$ cat src/rtl/mul_sequencer.sv
// Shift-and-add multiplier sequencer that borrows the shared ALU for one add per RUN cycle.
// Optional early termination on an exhausted multiplier: define MUL_SEQUENCER_EARLY_EXIT_EN.
module mul_sequencer #(
    parameter int WIDTH = 64
) (
    input  logic             clk,
    input  logic             reset_n,
    input  logic             start_i,
    input  logic [WIDTH-1:0] op_a_i,
    input  logic [WIDTH-1:0] op_b_i,
    output logic             busy_o,
    output logic             done_o,
    output logic [WIDTH-1:0] product_o,
    output logic             alu_req_o,
    output logic [WIDTH-1:0] alu_a_o,
    output logic [WIDTH-1:0] alu_b_o,
    output logic [3:0]       alu_ctrl_o,
    input  logic [WIDTH-1:0] alu_result_i
);

    localparam int         CNT_W   = (WIDTH > 1) ? $clog2(WIDTH) : 1;
    localparam logic [3:0] ALU_ADD = 4'b0010;

    typedef enum logic [1:0] {IDLE, RUN, DONE} state_e;

    state_e             state_q, state_d;
    logic [WIDTH-1:0]   acc_q, acc_d;
    logic [WIDTH-1:0]   mcand_q, mcand_d;
    logic [WIDTH-1:0]   mplier_q, mplier_d;
    logic [CNT_W-1:0]   cnt_q, cnt_d;
    logic [WIDTH-1:0]   product_q, product_d;
    logic [WIDTH-1:0]   step_acc;
    logic               last_step;

    // Accumulator value after this cycle's step; also the product on the final step.
    assign step_acc = mplier_q[0] ? alu_result_i : acc_q;

`ifdef MUL_SEQUENCER_EARLY_EXIT_EN
    assign last_step = (cnt_q == CNT_W'(WIDTH - 1)) || ((mplier_q >> 1) == '0);
`else
    assign last_step = (cnt_q == CNT_W'(WIDTH - 1));
`endif

    always_comb begin
        state_d    = state_q;
        acc_d      = acc_q;
        mcand_d    = mcand_q;
        mplier_d   = mplier_q;
        cnt_d      = cnt_q;
        product_d  = product_q;
        alu_req_o  = 1'b0;
        alu_a_o    = '0;
        alu_b_o    = '0;
        alu_ctrl_o = 4'b0000;
        case (state_q)
            IDLE: begin
                if (start_i) begin
                    mcand_d   = op_a_i;
                    mplier_d  = op_b_i;
                    acc_d     = '0;
                    cnt_d     = '0;
                    product_d = '0;
                    state_d   = RUN;
                end
            end
            RUN: begin
                alu_req_o  = 1'b1;
                alu_a_o    = acc_q;
                alu_b_o    = mcand_q;
                alu_ctrl_o = ALU_ADD;
                acc_d      = step_acc;
                mcand_d    = mcand_q << 1;
                mplier_d   = mplier_q >> 1;
                cnt_d      = cnt_q + CNT_W'(1);
                if (last_step) begin
                    product_d = step_acc;
                    state_d   = DONE;
                end
            end
            DONE:    state_d = IDLE;
            default: state_d = IDLE;
        endcase
    end

    always_ff @(posedge clk or negedge reset_n) begin
        if (!reset_n) begin
            state_q   <= IDLE;
            acc_q     <= '0;
            mcand_q   <= '0;
            mplier_q  <= '0;
            cnt_q     <= '0;
            product_q <= '0;
        end else begin
            state_q   <= state_d;
            acc_q     <= acc_d;
            mcand_q   <= mcand_d;
            mplier_q  <= mplier_d;
            cnt_q     <= cnt_d;
            product_q <= product_d;
        end
    end

    assign busy_o    = (state_q != IDLE);
    assign done_o    = (state_q == DONE);
    assign product_o = product_q;

endmodule

$ cat config.mk
export PLATFORM = sky130hd
export DESIGN_NAME = mul_sequencer
export DESIGN_NICKNAME = d
export VERILOG_FILES = /design/src/rtl/mul_sequencer.sv
export SDC_FILE = /design/constraint.sdc
export NUM_CORES = 1
export LEC_CHECK = 0
export ABC_AREA = 1
export CAP_MARGIN = 25
export CORE_UTILIZATION = 50
export CTS_CLUSTER_SIZE = 30
export DETAILED_ROUTE_END_ITERATION = 8
export GPL_ROUTABILITY_DRIVEN = 0
export PLACE_DENSITY = 0.9
export SETUP_SLACK_MARGIN = 0.2
export SLEW_MARGIN = 20
export SYNTH_ARGS = -nofsm -noshare
export SYNTH_HDL_FRONTEND = slang
export SYNTH_SLANG_ARGS = --single-unit
export TNS_END_PERCENT = 1
$ cat constraint.sdc
create_clock -name clk -period 2.88 [get_ports clk]
set_input_delay 0.72 -clock clk [delete_from_list [all_inputs] [get_ports clk]]
set_output_delay 0.72 -clock clk [all_outputs]
set_load 0.02 [all_outputs]
==> flow_metrics.py <==
metrics = {
    "finish": {
        "drive_above_1_share": 0.0586,
        "fin_cells": 2247,
        "syn_to_final_growth_pct": 40.9,
        "fin_util": 0.727,
        "finalNetCount": 2102,
        "layout_common_cells": "nand2_1, dfrtp_1, clkdlybuf4s50_1, o21ai_0, nor2_1",
        "layout.cells.most_common": "nand2_1",
        "diodes": 0,
    },
    "clock_tree": {
        "cts-htree-levels": 1,
        "hold_buffers": 0,
        "clock-sinks": 264,
        "clk_pin_slew_ps": 60,
        "cts_buffer_depth": 3,
        "cts_root_buf": "clkbuf_16",
        "cts_inserted_buffers": 28,
        "post_cts_buffers": 0,
        "cts_tree": "yes",
        "clk_latency_ps": 530,
    },
    "sta": {
        "post-route-min-period_ps": 2750,
        "max-slew-margin-rel": 0.506,
        "fin_crit_sh": 0.953,
        "setup_viol": 0,
        "tightest_slew_ps": 742,
        "finalHoldViolCount": 0,
        "timing.fmax_ghz": 0.364,
        "fin_setup_tns_ps": 0,
        "slew_viol_final": 0,
        "finalClockSkew_ps": 8.02,
        "rsz0062_at_grt": "yes",
    },
    "yosys": {
        "ys_ff_latch": 264,
        "ys_seq_area_frac": 0.539,
        "synth_top_cell_by_area": "dfrtp_1",
        "syn_area_sq_mm": 0.0123,
        "async_reset_ff_frac": 1.00,
        "yosysUniqueCellTypes": 21,
        "ys_warn_count": 0,
        "synth_top_area_frac": 0.539,
        "ys.flop_type": "dfrtp_1",
        "synth_area_leaders": "dfrtp_1, nand2_1, o21ai_0",
        "synth_edf_count": 0,
        "syn_area_per_cell_sq_um": 7.77,
        "netlist_instances": 1577,
    },
    "worst_setup_path": {
        "rr_worst_depth": 7,
        "r2r_slack_ps": 860,
        "critPathRequiredTime_ps": 2160,
        "r2r-end": "mcand_q[59]",
        "path_cells": "inv_2, nand2_4, buf_16, nor2_1, clkdlybuf4s15_1",
        "slowest_stage": "dfrtp_1",
        "cp-startpoint": "state_q[1]",
        "reg2reg_from": "state_q[0]",
        "cp_max_fo": 68,
        "crit_type": "reg -> out",
        "cp.arrival_ps": 2030,
        "end_kind": "primary output",
        "slowest_delay_ps": 400,
        "setup.worst_path.start_class": "flip-flop",
    },
    "floorplanning": {
        "chipHeight_um": 159,
        "pin_count": 394,
        "initial_core_util": 0.516,
        "die_area_sq_mm": 0.0251,
        "die_w_um": 159,
        "core_sq_mm": 0.0238,
        "num_rows": 56,
    },
    "power_and_ir_drop": {
        "comb_power_share": 0.403,
        "pwr-share-clk": 0.242,
        "p_seq_frac": 0.356,
        "p_total_mw": 16.2,
        "irDropWorstVdd_mv": 0.633,
        "p_int_mw": 9.82,
        "pwr_density_cell_mw_per_mm2": 940,
        "p_leak_nw": 8.86,
        "swShare": 0.395,
        "p_switching_mw": 6.40,
    },
    "placed_design": {
        "dp_cells": 2192,
        "dp_hpwl_um": 24500,
        "numPortBuffers": 390,
    },
    "global_route": {
        "grt_max_degree": 89,
        "grt_pass1_wl_um": 58000,
        "grt_pass1_vias": 11495,
        "grt_usage": 0.291,
        "grt-ovfl-total": 0,
        "antenna_found_initial": 0,
    },
    "route": {
        "detail_route.wl_per_cell_um": 16.5,
        "drt_wl_total_um": 37200,
        "drc": 0,
        "antenna_left": 0,
        "drt_iter0_markers": 1177,
        "vias_per_cell": 5.43,
        "drtPass1Iterations": 5,
        "num_vias": 12201,
    },
    "status": {
        "outcome": "complete, no violations",
    },
    "worst_hold_path": {
        "hold_path_class": "in -> async",
    },
    "job": {
        "drv_cap": 0,
    },
}
final cells by class:
class / instances / area (sq um)
Fill cell: 1680 / 6490
Clock inverter: 16 / 214
Inverter: 136 / 523
Timing Repair Buffer: 410 / 4070
Multi-Input combinational cell: 1065 / 4640
Timing Repair inverter: 1 / 8.76
Tap cell: 319 / 399
Sequential cell: 264 / 6610
Clock buffer: 36 / 802
state kept, by name (all words and copies together), names as in the netlist:
signal	cells
acc_q	64
cnt_q	6
mplier_q	64
product_o	64
state_q	2
mcand_q	64
power groups by stage:
stage	clock network (mW)	registers, mW	logic (mW)
floorplan	0	5.62	4.08
global placement	0	5.75	6.79
detailed placement	0	5.80	6.99
CTS	3.97	5.76	6.51
global route	4.13	5.93	7.23
finish	3.92	5.77	6.53
metrics by stage:
step | cell area (sq um) | setup WS [ps] | hold WS [ps]
2_1_floorplan | 12300 | 931 | 424
3_3_place_gp | 16300 | 275 | 453
3_5_place_dp | 16300 | 274 | 457
4_1_cts | 17200 | 148 | 97.7
5_1_grt | 17300 | 86.6 | 112
6_report | 17300 | 134 | 94.0
how the worst max path moves through the flow:
stage,to,slack [ps],cells past startpoint
finish,alu_a_o[38],130,5
global route,alu_a_o[8],90,5
CTS,alu_b_o[38],150,7
detailed placement,alu_b_o[63],270,4
global placement,alu_b_o[63],280,4
floorplan,alu_ctrl_o[1],930,6
routing by layer:
layer | global-route usage | part of all wire | vias to the layer above
li1 | - | - | 5671
met1 | 0.355 | 0.38 | 5743
met2 | 0.485 | 0.48 | 659
met3 | 0.0629 | 0.088 | 128
met4 | 0.153 | 0.050 | 0
met5 | 0 | 0 | -
what timing repair did:
item,4_1_cts,5_1_grt
gates cloned,1,2
gates resized for setup,212,2
pin swaps,0,0
setup endpoints to repair,130,97
cell usage after synthesis, drive strengths merged, types with 34 or more instances:
cell,count
dfrtp,264
o21ai,196
nand2,527
inv,136
clkbuf,34
a21oi,66
nand3,66
nand4,64
buf,80
nor2,139
cell families after synthesis:
family                     Yosys count  share of synthesized area
AOI/OAI and AO/OA                  264                      0.108
adders and majority gates            1                    0.00102
and+or+nand+nor                    797                      0.265
buffers and inverters              250                     0.0860
other                                1                   0.000306
DFF                                264                      0.539
worst max-delay path, delay by kind of cell, from the launching register on:
family	cells	cell delay [ps]
AND/OR/NAND/NOR	2	340
flip-flops	1	400
buffers and inverters	3	670
Power figures use the tool's default switching activity.
